File: src/rtl/rf_writeback_arbiter.sv
// Write-back arbiter for the register file write port. ALU results and FIFO-buffered load results share one registered port.
// Optional forwarding lookup port is enabled by defining RF_WB_FWD_EN.
module rf_writeback_arbiter #(
    parameter int unsigned  FIFO_DEPTH = 4,
    parameter int unsigned  STARVE_MAX = 3,
    localparam int unsigned PW         = $clog2(FIFO_DEPTH),
    localparam int unsigned CW         = PW + 1,
    localparam int unsigned SW         = $clog2(STARVE_MAX + 1)
) (
    input  logic          clk,
    input  logic          rst_n,
    input  logic          a_valid,
    output logic          a_ready,
    input  logic [4:0]    a_wa,
    input  logic [31:0]   a_wd,
    input  logic          b_valid,
    output logic          b_ready,
    input  logic [4:0]    b_wa,
    input  logic [31:0]   b_wd,
    output logic          we3,
    output logic [4:0]    wa3,
    output logic [31:0]   wd3,
    output logic [CW-1:0] fifo_count
`ifdef RF_WB_FWD_EN
    ,
    input  logic [4:0]    fwd_ra,
    output logic          fwd_hit,
    output logic [31:0]   fwd_data
`endif
);

    typedef struct packed {
        logic [4:0]  wa;
        logic [31:0] wd;
    } wb_entry_t;

    wb_entry_t     mem [FIFO_DEPTH];
    logic [PW-1:0] wr_ptr;
    logic [PW-1:0] rd_ptr;
    logic [CW-1:0] count;
    logic [SW-1:0] starve;

    logic      nempty_c;
    logic      force_b_c;
    logic      grant_a_c;
    logic      pop_c;
    logic      push_c;
    wb_entry_t grant_c;

    // Grant selection: A wins unless the load queue has been starved too long
    always_comb begin
        nempty_c  = (count != '0);
        force_b_c = nempty_c && (starve == SW'(STARVE_MAX));
        grant_a_c = a_valid && !force_b_c;
        pop_c     = !grant_a_c && nempty_c;
        push_c    = b_valid && b_ready;
        grant_c   = mem[rd_ptr];
        if (grant_a_c) begin
            grant_c.wa = a_wa;
            grant_c.wd = a_wd;
        end
    end

    assign a_ready    = !force_b_c;
    assign b_ready    = (count != CW'(FIFO_DEPTH));
    assign fifo_count = count;

    // Storage carries no reset; validity is tracked by the pointers
    always_ff @(posedge clk) begin
        if (push_c) begin
            mem[wr_ptr].wa <= b_wa;
            mem[wr_ptr].wd <= b_wd;
        end
    end

    always_ff @(posedge clk or negedge rst_n) begin
        if (!rst_n) begin
            wr_ptr <= '0;
            rd_ptr <= '0;
            count  <= '0;
        end else begin
            if (push_c) wr_ptr <= wr_ptr + PW'(1);
            if (pop_c)  rd_ptr <= rd_ptr + PW'(1);
            if (push_c && !pop_c)      count <= count + CW'(1);
            else if (!push_c && pop_c) count <= count - CW'(1);
        end
    end

    // Counts A grants that bypassed a waiting load; saturates at STARVE_MAX
    always_ff @(posedge clk or negedge rst_n) begin
        if (!rst_n) begin
            starve <= '0;
        end else if (pop_c || !nempty_c) begin
            starve <= '0;
        end else if (grant_a_c && (starve != SW'(STARVE_MAX))) begin
            starve <= starve + SW'(1);
        end
    end

    always_ff @(posedge clk or negedge rst_n) begin
        if (!rst_n) begin
            we3 <= 1'b0;
            wa3 <= '0;
            wd3 <= '0;
        end else if (grant_a_c || pop_c) begin
            we3 <= (grant_c.wa != 5'd0);
            wa3 <= grant_c.wa;
            wd3 <= grant_c.wd;
        end else begin
            we3 <= 1'b0;
        end
    end

`ifdef RF_WB_FWD_EN
    // Youngest queued entry first, then the write currently on the port
    always_comb begin
        logic [PW-1:0] idx;
        logic          found;
        idx      = '0;
        found    = 1'b0;
        fwd_data = '0;
        if (fwd_ra != 5'd0) begin
            for (int i = 0; i < FIFO_DEPTH; i++) begin
                idx = wr_ptr - PW'(i + 1);
                if (!found && (CW'(i) < count) && (mem[idx].wa == fwd_ra)) begin
                    found    = 1'b1;
                    fwd_data = mem[idx].wd;
                end
            end
            if (!found && we3 && (wa3 == fwd_ra)) begin
                found    = 1'b1;
                fwd_data = wd3;
            end
        end
        fwd_hit = found;
    end
`endif

endmodule

File: config.mk
export PLATFORM = sky130hd
export DESIGN_NAME = rf_writeback_arbiter
export DESIGN_NICKNAME = d
export VERILOG_FILES = /design/src/rtl/rf_writeback_arbiter.sv
export SDC_FILE = /design/constraint.sdc
export NUM_CORES = 1
export LEC_CHECK = 0
export CAP_MARGIN = 0
export CORE_MARGIN = 3
export CORE_UTILIZATION = 57
export CTS_BUF_LIST = sky130_fd_sc_hd__clkbuf_16
export CTS_CLUSTER_DIAMETER = 120
export CTS_CLUSTER_SIZE = 8
export DETAILED_ROUTE_END_ITERATION = 12
export PLACE_DENSITY = 0.95
export SYNTH_ARGS = -nofsm -noshare
export SYNTH_HDL_FRONTEND = slang
export SYNTH_SLANG_ARGS = --single-unit
File: constraint.sdc
create_clock -name clk -period 3.78 [get_ports clk]
set_input_delay 0.756 -clock clk [delete_from_list [all_inputs] [get_ports clk]]
set_output_delay 0.756 -clock clk [all_outputs]
set_load 0.03 [all_outputs]
* After elaboration in Yosys (flattened, before gate mapping)
Memories as Yosys holds them, arrays and structs flattened.
Cells that the tools add are included.
** Cells by class
- Add/sub/neg operators :: 5
- Equality and inequality tests :: 3
- Mux-type cells :: 8
- Reductions and logical operators :: 18
** Operators by type and width (count)
- 37-bit 2-to-1 mux :: 1
- 1-bit logical AND :: 7
- 2-bit by 1-bit adder with 2-bit output (second input constant) :: 3
- 3-bit 2-to-1 mux :: 2
- 1-bit zero test :: 5
- 5-bit nonzero test :: 1
- 2-bit 2-to-1 mux :: 2
- 2-bit nonzero test :: 2
- 3-bit by 1-bit adder with 3-bit output (second input constant) :: 1
- 1-bit 2-to-1 mux :: 3
- 3-bit inequality test (second input constant) :: 1
- 3-bit nonzero test :: 1
- 3-bit by 1-bit subtractor with 3-bit output (second input constant) :: 1
- 2-bit equality test (second input constant) :: 1
- 1-bit logical OR :: 2
- 2-bit inequality test (second input constant) :: 1
** Storage, ports and cells
- Flip-flop bits (word level) :: 47
- RAM bits :: 148
- Input port bits :: 78
- Output and inout port bits :: 43
- Word-level logic and storage cells :: 42
- Memories :: 1
** Memories
- mem :: words 4, bits a word 37, rd ports 1, clocked after memory_dff 0, wr ports 1, line 37 : wb_entry_t mem [FIFO_DEPTH];

* Depth between registers and ports, before layout
Gate-level depths: netlist of run 1.
- Depth in word-level cells :: 9
- Mapped depth :: 12
- Gate-level depth less buffers :: 11

* Worst setup path after synthesis of run 1
OpenSTA, ideal clock, no wires.
- Path kind :: register to register
- Start :: reg count[0], in the netlist fifo_count[0]
- End :: reg count[2], in the netlist fifo_count[2]
- Library setup time :: 81 ps
- Data arrival time :: 2418 ps
- Data required time :: 3699 ps
- Path slack :: 1282 ps
- Cell stages (with the launch flop) :: 12
- Buffers on the path :: 1
- Period minus slack after synthesis :: 2498 ps
- Path through :: dfrtp_1 -> o31a_1 -> inv_2 -> nand2_2 -> buf_2 -> nand2_1 -> ha_1 -> inv_1 -> fa_1 -> xor2_1 -> nor2_1 -> xor2_1
** Between the ends
- Cells in the longest elaborated chain, start to end :: 9
- Elaborated cells between the ends (all ways) :: 17
- Those cells by class :: 2 x add/sub; 1 x eq/ne; 2 x mux; 12 x reduce/logical
** Ends and longest elaborated chain
- start, declared :: line 40 : logic [CW-1:0] count;
- start signal, assigned :: line 84 : if (push_c && !pop_c) count <= count + CW'(1);
- start signal, assigned :: line 85 : else if (!push_c && pop_c) count <= count - CW'(1);
- 3-bit nonzero test * :: line 52 : nempty_c = (count != '0);
- 1-bit logical AND * :: line 53 : force_b_c = nempty_c && (starve == SW'(STARVE_MAX));
- 1-bit zero test *
- named net a_ready :: line 13 : output logic a_ready,
- 1-bit logical AND * :: line 54 : grant_a_c = a_valid && !force_b_c;
- 1-bit zero test * :: line 55 : pop_c = !grant_a_c && nempty_c;
- 1-bit logical AND * :: line 55
- 1-bit zero test :: line 84
- 1-bit logical AND :: line 84
- 3-bit 2-to-1 mux or 2-bit nonzero test (tied branches)
The timed path passes the listed nets; every way through them passes the cells marked *. The select of a mux whose other input is x is not followed.
A chain may end at the register's enable or synchronous reset.

* Worst setup path after layout of run 1
- Start :: reg count[0], in the netlist fifo_count[0]
- End :: out a_ready
** Between the ends
- Cells in the longest elaborated chain, start to end :: 3
** Ends and longest elaborated chain
- 3-bit nonzero test :: line 52
- 1-bit logical AND :: line 53
- 1-bit zero test :: line 64 : assign a_ready = !force_b_c;
- end, declared :: line 13
No other way between the ends.

==> results of run 1 <==
[power by group through the flow]
stage	Combinational (mW)	Clock, mW	Sequential, mW
2_1_floorplan	1.27	0	3.60
3_3_place_gp	2.40	0	3.24
3_5_place_dp	2.49	0	3.29
4_1_cts	2.51	1.82	3.26
5_1_grt	2.65	1.92	3.32
6_report	2.46	1.81	3.25
[worst reg2reg max path: stages (launching register included)]
cell	delay [ps]
dfrtp_1	460
o31a_1	350
inv_2	110
nand2_2	60
nand2_1	130
ha_1	200
inv_1	60
fa_1	370
xor2_1	150
nor2_1	120
xor2_1	170
[synth_stat cells, types with 2 or more instances]
library cell    n
xnor2_1         4
clkbuf_1        2
a21oi_1         3
mux2_2          2
nand2_1        34
buf_6           6
edfxtp_1      148
a31oi_1         2
inv_1           4
nand3_1         3
o21ai_0         9
mux2i_1        35
mux4_2         37
and3_1          4
dfrtp_1        47
buf_4           5
xor2_1          2
buf_2           5
nor2_1          8
and4_1          2
ha_1            6
o21ai_1        25
[per-stage QoR]
step / setup slack, ps / power [mW]
2_1_floorplan: 1280 / 4.88
3_3_place_gp: 1130 / 5.64
5_1_grt: 920 / 7.89
6_report: 1010 / 7.53
3_5_place_dp: 1010 / 5.78
4_1_cts: 999 / 7.60
[cells by family (layout without fill, tap and decap cells)]
kind of cell             Yosys count  in the layout
AO/OA/AOI/OAI                     41             41
buffers and inverters             25            161
XOR/XNOR                           6              6
flip-flops                       195            195
multiplexers                      74             74
adder cells (fa/ha/maj)            7              7
AND/OR/NAND/NOR                   56             56
[final timing paths]
path / to / from / cells after the start / slack (ps)
worst max register to register: fifo_count[2] / fifo_count[0] / 10 / 1520
max in group asynchronous: rd_ptr[0] / rst_n / 1 / 2470
worst max-delay path: a_ready / fifo_count[0] / 3 / 1010
worst min register to register: starve[0] / starve[0] / 1 / 460
worst min-delay path: starve[0] / starve[0] / 1 / 460
min in group asynchronous: wd3[10] / rst_n / 1 / 550
[cell type report]
class                      count  area share, %
clock buffer                  17           4.47
clock inverter                15           1.83
inverter                       5          0.197
multi-input combinational    184           19.2
sequential                   195           59.1
tap                          172           2.26
timing repair buffer         124           12.9
[flip-flops by register name, indices dropped and copies added, names as in the netlist]
signal      count
wr_ptr          2
mem           148
starve          2
wd3            32
wa3             5
rd_ptr          2
we3             1
fifo_count      3
[layer usage]
layer	global-route usage (%)	up-vias	share of wire (%)
met4	7.91	0	2.4
met1	27.0	2026	38
met3	5.43	27	5.5
met5	0	-	0
met2	37.7	141	54
li1	-	1820	-
==> qor.csv, run 1 <==
stage,metric,value,unit
placed_design,placed cell area,0.00891,mm2
final_layout,"commonest non-fill, non-tap cell in the layout",edfxtp_1,
cts,Root Buffer Master,clkbuf_16,
final_layout,Area growth syn-to-layout,24.9,%
detailed_routing,post-route ant nets,0,
timing,Slew Limit Fails,0,
synth,Synth Flop Type,edfxtp_1,
timing,Worst Tran Pin Value,1120,ps
synth,Mapped Cells,404,
grt,vias in the first global route,4239,
worst_setup_path,Worst Path Required,3020,ps
cts,H-tree levels,4,
synth,syn_area_per_cell,18.8,um2
grt,pin count of the biggest net entering global routing,48,
power,reported net switching power,2.37,mW
synth,largest family of logic cells by synthesized area,multiplexers,
final_layout,Final Instance Count excl. Fillers,712,
worst_setup_path,crit-path cells,o31a_1 -> inv_2 -> clkdlybuf4s50_1,
floorplanning,Ports,121,
timing,Fin Hold WS,460,ps
detailed_routing,drt pass-1 iters,5,
synth,Post-Synth Adder-Cell Area,1.25,%
grt,first-pass GRT wire length,23400,um
timing,final worst-path cycle share,73.3,%
final_layout,Antenna diodes,0,
synth,Post-Synth XOR/XNOR Area,0.690,%
power,combinational share of power,32.7,%
synth,Seq cells post-synth,195,
synth,Yosys top cell area share,58.4,%
detailed_routing,vias per inst,5.64,
cts,Clock Sinks,195,
worst_setup_path,crit path kind,reg -> out,
detailed_routing,DR WL/cell,21.0,um
hold_path,Worst Hold Class,reg -> reg,
cts,total CTS buffers,17,
synth,post-synth top area cell,edfxtp_1,
floorplanning,Die H,122,um
final_layout,Finished Cell Area,0.00951,mm2
grt,antenna violations before repair,0,
cts,CTS tree,built,
floorplanning,die area,0.0148,mm2
final_layout,Finished Core Util,74.2,%
synth,"EDFF count, synth",148,
final_layout,# fillers,761,
cts,# hold bufs at CTS,0,
synth,synth warn,0,
synth,top post-synthesis cells by area,"edfxtp_1, dfrtp_1, mux4_2",
power,PD cells,791,mW/mm2
worst_setup_path,Critical Path End Type,output pin,
power,Max VDD drop,0.509,mV
run,max-cap viol count,0,
timing,headroom to the max-slew limit,25.2,%
placed_design,HPWL Detailed,9370,um
final_layout,"leading cell types in the layout, fill and taps excluded","edfxtp_1, clkdlybuf4s50_1, dfrtp_1",
worst_setup_path,"CP delay by family, top",buffers and inverters,
final_layout,# nets final,612,
timing,Final setup viols,0,
timing,Post-Route Skew,7.73,ps
synth,synthesized net count,489,
power,Sw Ratio,31.4,%
status,status,finished clean,
worst_setup_path,Max stage delay on crit path,670,ps
synth,"Seq/Total Area, Yosys",73.8,%
detailed_routing,WL final,14900,um
synth,simple-gate share of the synthesized area,3.25,%
placed_design,placed cells,680,
power,Internal,5.16,mW
timing,final hold violation count,0,
grt,GRT Util Overall,21.8,%
timing,setup TNS,0,ps
worst_setup_path,crit path max fanout,6,
timing,Tmin final,2770,ps
worst_setup_path,slowest CP cell,clkdlybuf4s50_1,
synth,proportion of synthesized area in mux cells,15.8,%
floorplanning,core area,0.0128,mm2
cts,Skew-Pair Late Insertion Delay,420,ps
floorplanning,Site Rows,41,
synth,Compound-Gate Fraction of Synth Area,2.83,%
detailed_routing,DRC viols,0,
power,clock share of power,24.0,%
detailed_routing,DRT iter0 DRCs,276,
synth,Post-synth ARST share,24.1,%
worst_setup_path,critical path startpoint category,flip-flop,
cts,postcts setup bufs,0,
final_layout,area of the multi-input gates,0.00183,mm2
worst_setup_path,CP bufs+invs,2,
detailed_routing,via total after detailed routing,4014,
grt,Overflow after GRT,0,
timing,Max Clk Rate,361,MHz
worst_setup_path,CP arrival,2010,ps
cts,worst-case clock buffer depth,2,
cts,post-cts sizing count,0,
floorplanning,initial core utilization,59.4,%
timing,RSZ-0062 raised after global routing,false,
final_layout,proportion of layout cells with a drive suffix above 1,14.4,%
synth,post-synth cell types,33,
floorplanning,Die W,122,um
cts,Worst-path clk slew,70,ps
synth,Post-Syn Area,0.00761,mm2
power,sequential power share,43.2,%
placed_design,gpl congestion,0.715,
power,LEAKAGE,3.39,nW
final_layout,register area,0.00562,mm2
placed_design,port bufs,120,
Note: power is estimated with default switching activity, not from simulation.
==> inputs of run 2 (changes only) <==
--- a/config.mk
+++ b/config.mk
@@ -7,12 +7,12 @@
 export LEC_CHECK = 0
 export CAP_MARGIN = 0
 export CORE_MARGIN = 3
-export CORE_UTILIZATION = 57
+export CORE_UTILIZATION = 53
 export CTS_BUF_LIST = sky130_fd_sc_hd__clkbuf_16
 export CTS_CLUSTER_DIAMETER = 120
 export CTS_CLUSTER_SIZE = 8
 export DETAILED_ROUTE_END_ITERATION = 12
-export PLACE_DENSITY = 0.95
+export PLACE_DENSITY = 0.91
 export SYNTH_ARGS = -nofsm -noshare
 export SYNTH_HDL_FRONTEND = slang
 export SYNTH_SLANG_ARGS = --single-unit
==> constraint.sdc (replaced) <==
create_clock -name clk -period 2.8 [get_ports clk]
set_input_delay 0.56 -clock clk [delete_from_list [all_inputs] [get_ports clk]]
set_output_delay 0.56 -clock clk [all_outputs]
set_load 0.03 [all_outputs]
==> run 2 against run 1 <==
Effect of this change:
- clock skew hardly changed
- sequential power is 34% higher
- worst setup slack worse by 790 ps
- largest power group unchanged
- highest routed layer is now met5
==> qor.csv, run 2 (synthesis gave the netlist of run 1 again) <==
stage,metric,value,unit
floorplanning,Die W,126,um
cts,postcts setup bufs,0,
timing,Worst Tran Pin Value,743,ps
hold_path,Worst Hold Class,in -> async,
timing,Post-Route Skew,7.45,ps
detailed_routing,via total after detailed routing,4044,
timing,setup TNS,0,ps
cts,worst-case clock buffer depth,2,
worst_setup_path,R2R depth,8,
placed_design,HPWL Detailed,9460,um
cts,CTS tree,built,
worst_setup_path,"CP delay by family, top",buffers and inverters,
floorplanning,Ports,121,
worst_setup_path,CP arrival,2020,ps
final_layout,Antenna diodes,0,
placed_design,port bufs,120,
cts,Skew-Pair Late Insertion Delay,430,ps
grt,pin count of the biggest net entering global routing,46,
timing,Final setup viols,0,
floorplanning,initial core utilization,54.4,%
placed_design,gpl congestion,0.724,
floorplanning,Site Rows,43,
status,status,finished clean,
detailed_routing,post-route ant nets,0,
final_layout,# nets final,620,
worst_setup_path,Max stage delay on crit path,670,ps
cts,# hold bufs at CTS,0,
worst_setup_path,crit path max fanout,6,
grt,first-pass GRT wire length,23300,um
grt,GRT Util Overall,19.8,%
cts,Clock Sinks,195,
grt,vias in the first global route,4403,
final_layout,Top reg by flops,mem,
worst_setup_path,number of cells on the critical path,3,
cts,Root Buffer Master,clkbuf_16,
worst_setup_path,crit path kind,reg -> out,
worst_setup_path,CP bufs+invs,2,
power,Max VDD drop,0.668,mV
detailed_routing,DRC viols,0,
detailed_routing,vias per inst,5.55,
worst_setup_path,critical path startpoint category,flip-flop,
final_layout,proportion of layout cells with a drive suffix above 1,16.1,%
placed_design,dpl ws,264,ps
timing,Tmin final,2580,ps
worst_setup_path,crit-path cells,o31a_1 -> inv_2 -> clkdlybuf4s50_1,
worst_setup_path,Critical Path End Type,output pin,
final_layout,Largest register FFs,148,
floorplanning,Die H,126,um
detailed_routing,DRT iter0 DRCs,240,
timing,final worst-path cycle share,92.1,%
timing,Max Clk Rate,388,MHz
grt,antenna violations before repair,1,
detailed_routing,drt pass-1 iters,4,
cts,post-cts sizing count,0,
cts,Worst-path clk slew,70,ps
worst_setup_path,Worst Path Required,2240,ps
floorplanning,die area,0.0158,mm2
final_layout,Area growth syn-to-layout,26.5,%
timing,final hold violation count,0,
final_layout,biggest regs,"mem: 148 flops, wd3: 32 flops, wa3: 5 flops",
power,PD cells,1060,mW/mm2
cts,H-tree levels,4,
final_layout,"leading cell types in the layout, fill and taps excluded","edfxtp_1, clkdlybuf4s50_1, dfrtp_1",
timing,headroom to the max-slew limit,50.5,%
worst_setup_path,slowest CP cell,clkdlybuf4s50_1,
timing,final worst slack,220,ps
worst_setup_path,R2R Setup Slk,520,ps
power,LEAKAGE,3.44,nW
floorplanning,core area,0.0140,mm2
power,total power,10.2,mW
detailed_routing,DR WL/cell,20.2,um
cts,total CTS buffers,17,
timing,Slew Limit Fails,0,
timing,RSZ-0062 raised after global routing,false,
final_layout,"commonest non-fill, non-tap cell in the layout",edfxtp_1,
run,max-cap viol count,0,
grt,Overflow after GRT,0,
detailed_routing,WL final,14700,um
==> run 2: worst reg2reg max path: stages (launching register included) <==
cell	delay (ps)
dfrtp_1	450
or3_1	520
nand2_1	150
ha_1	200
inv_1	70
fa_1	380
xor2_1	150
nor2_1	120
xor2_1	160
==> run 2: metal layers <==
metal | vias to the layer above | GRT usage (%) | wire length, um
met3 | 37 | 5.39 | 787
met5 | - | 0 | 8
met4 | 2 | 9.65 | 406
li1 | 1845 | - | -
met2 | 133 | 33.7 | 7780
met1 | 2027 | 23.4 | 5720
==> run 2: final cells by class <==
class                   instances  area, um2
inverters                       5       18.8
clock buffers                  17        425
multi-input cells             184       1830
repair buffers                132       1340
well taps                     180        225
clock inverters                15        174
flip-flops and latches        195       5620
fillers                       915       4360
==> run 2: power breakdown <==
| group | internal [mW] | leakage, nW | switching, mW |
|---|---|---|---|
| combinational | 1.61 | 1.23 | 1.84 |
| sequential | 3.95 | 1.90 | 0.395 |
| clock | 1.47 | 0.297 | 0.973 |
==> run 2: final timing paths <==
kind,start,end
min in group clk,starve[0],starve[0]
setup / recovery,fifo_count[1],a_ready
setup reg to reg,fifo_count[1],fifo_count[2]
max in group asynchronous,rst_n,rd_ptr[0]
hold reg to reg,starve[0],starve[0]
hold / removal,rst_n,wd3[14]
==> run 2: stage by stage <==
step / util [%] / hold slack [ps] / std cells / cell area [um2]
floorplan: - / 264 / 404 / 7610
global placement: 64.6 / 432 / 696 / 9030
detailed placement: 64.6 / 445 / 696 / 9030
CTS: 68.9 / 200 / 728 / 9630
global route: 68.9 / 225 / 728 / 9630
finish: 68.9 / 194 / 728 / 9630
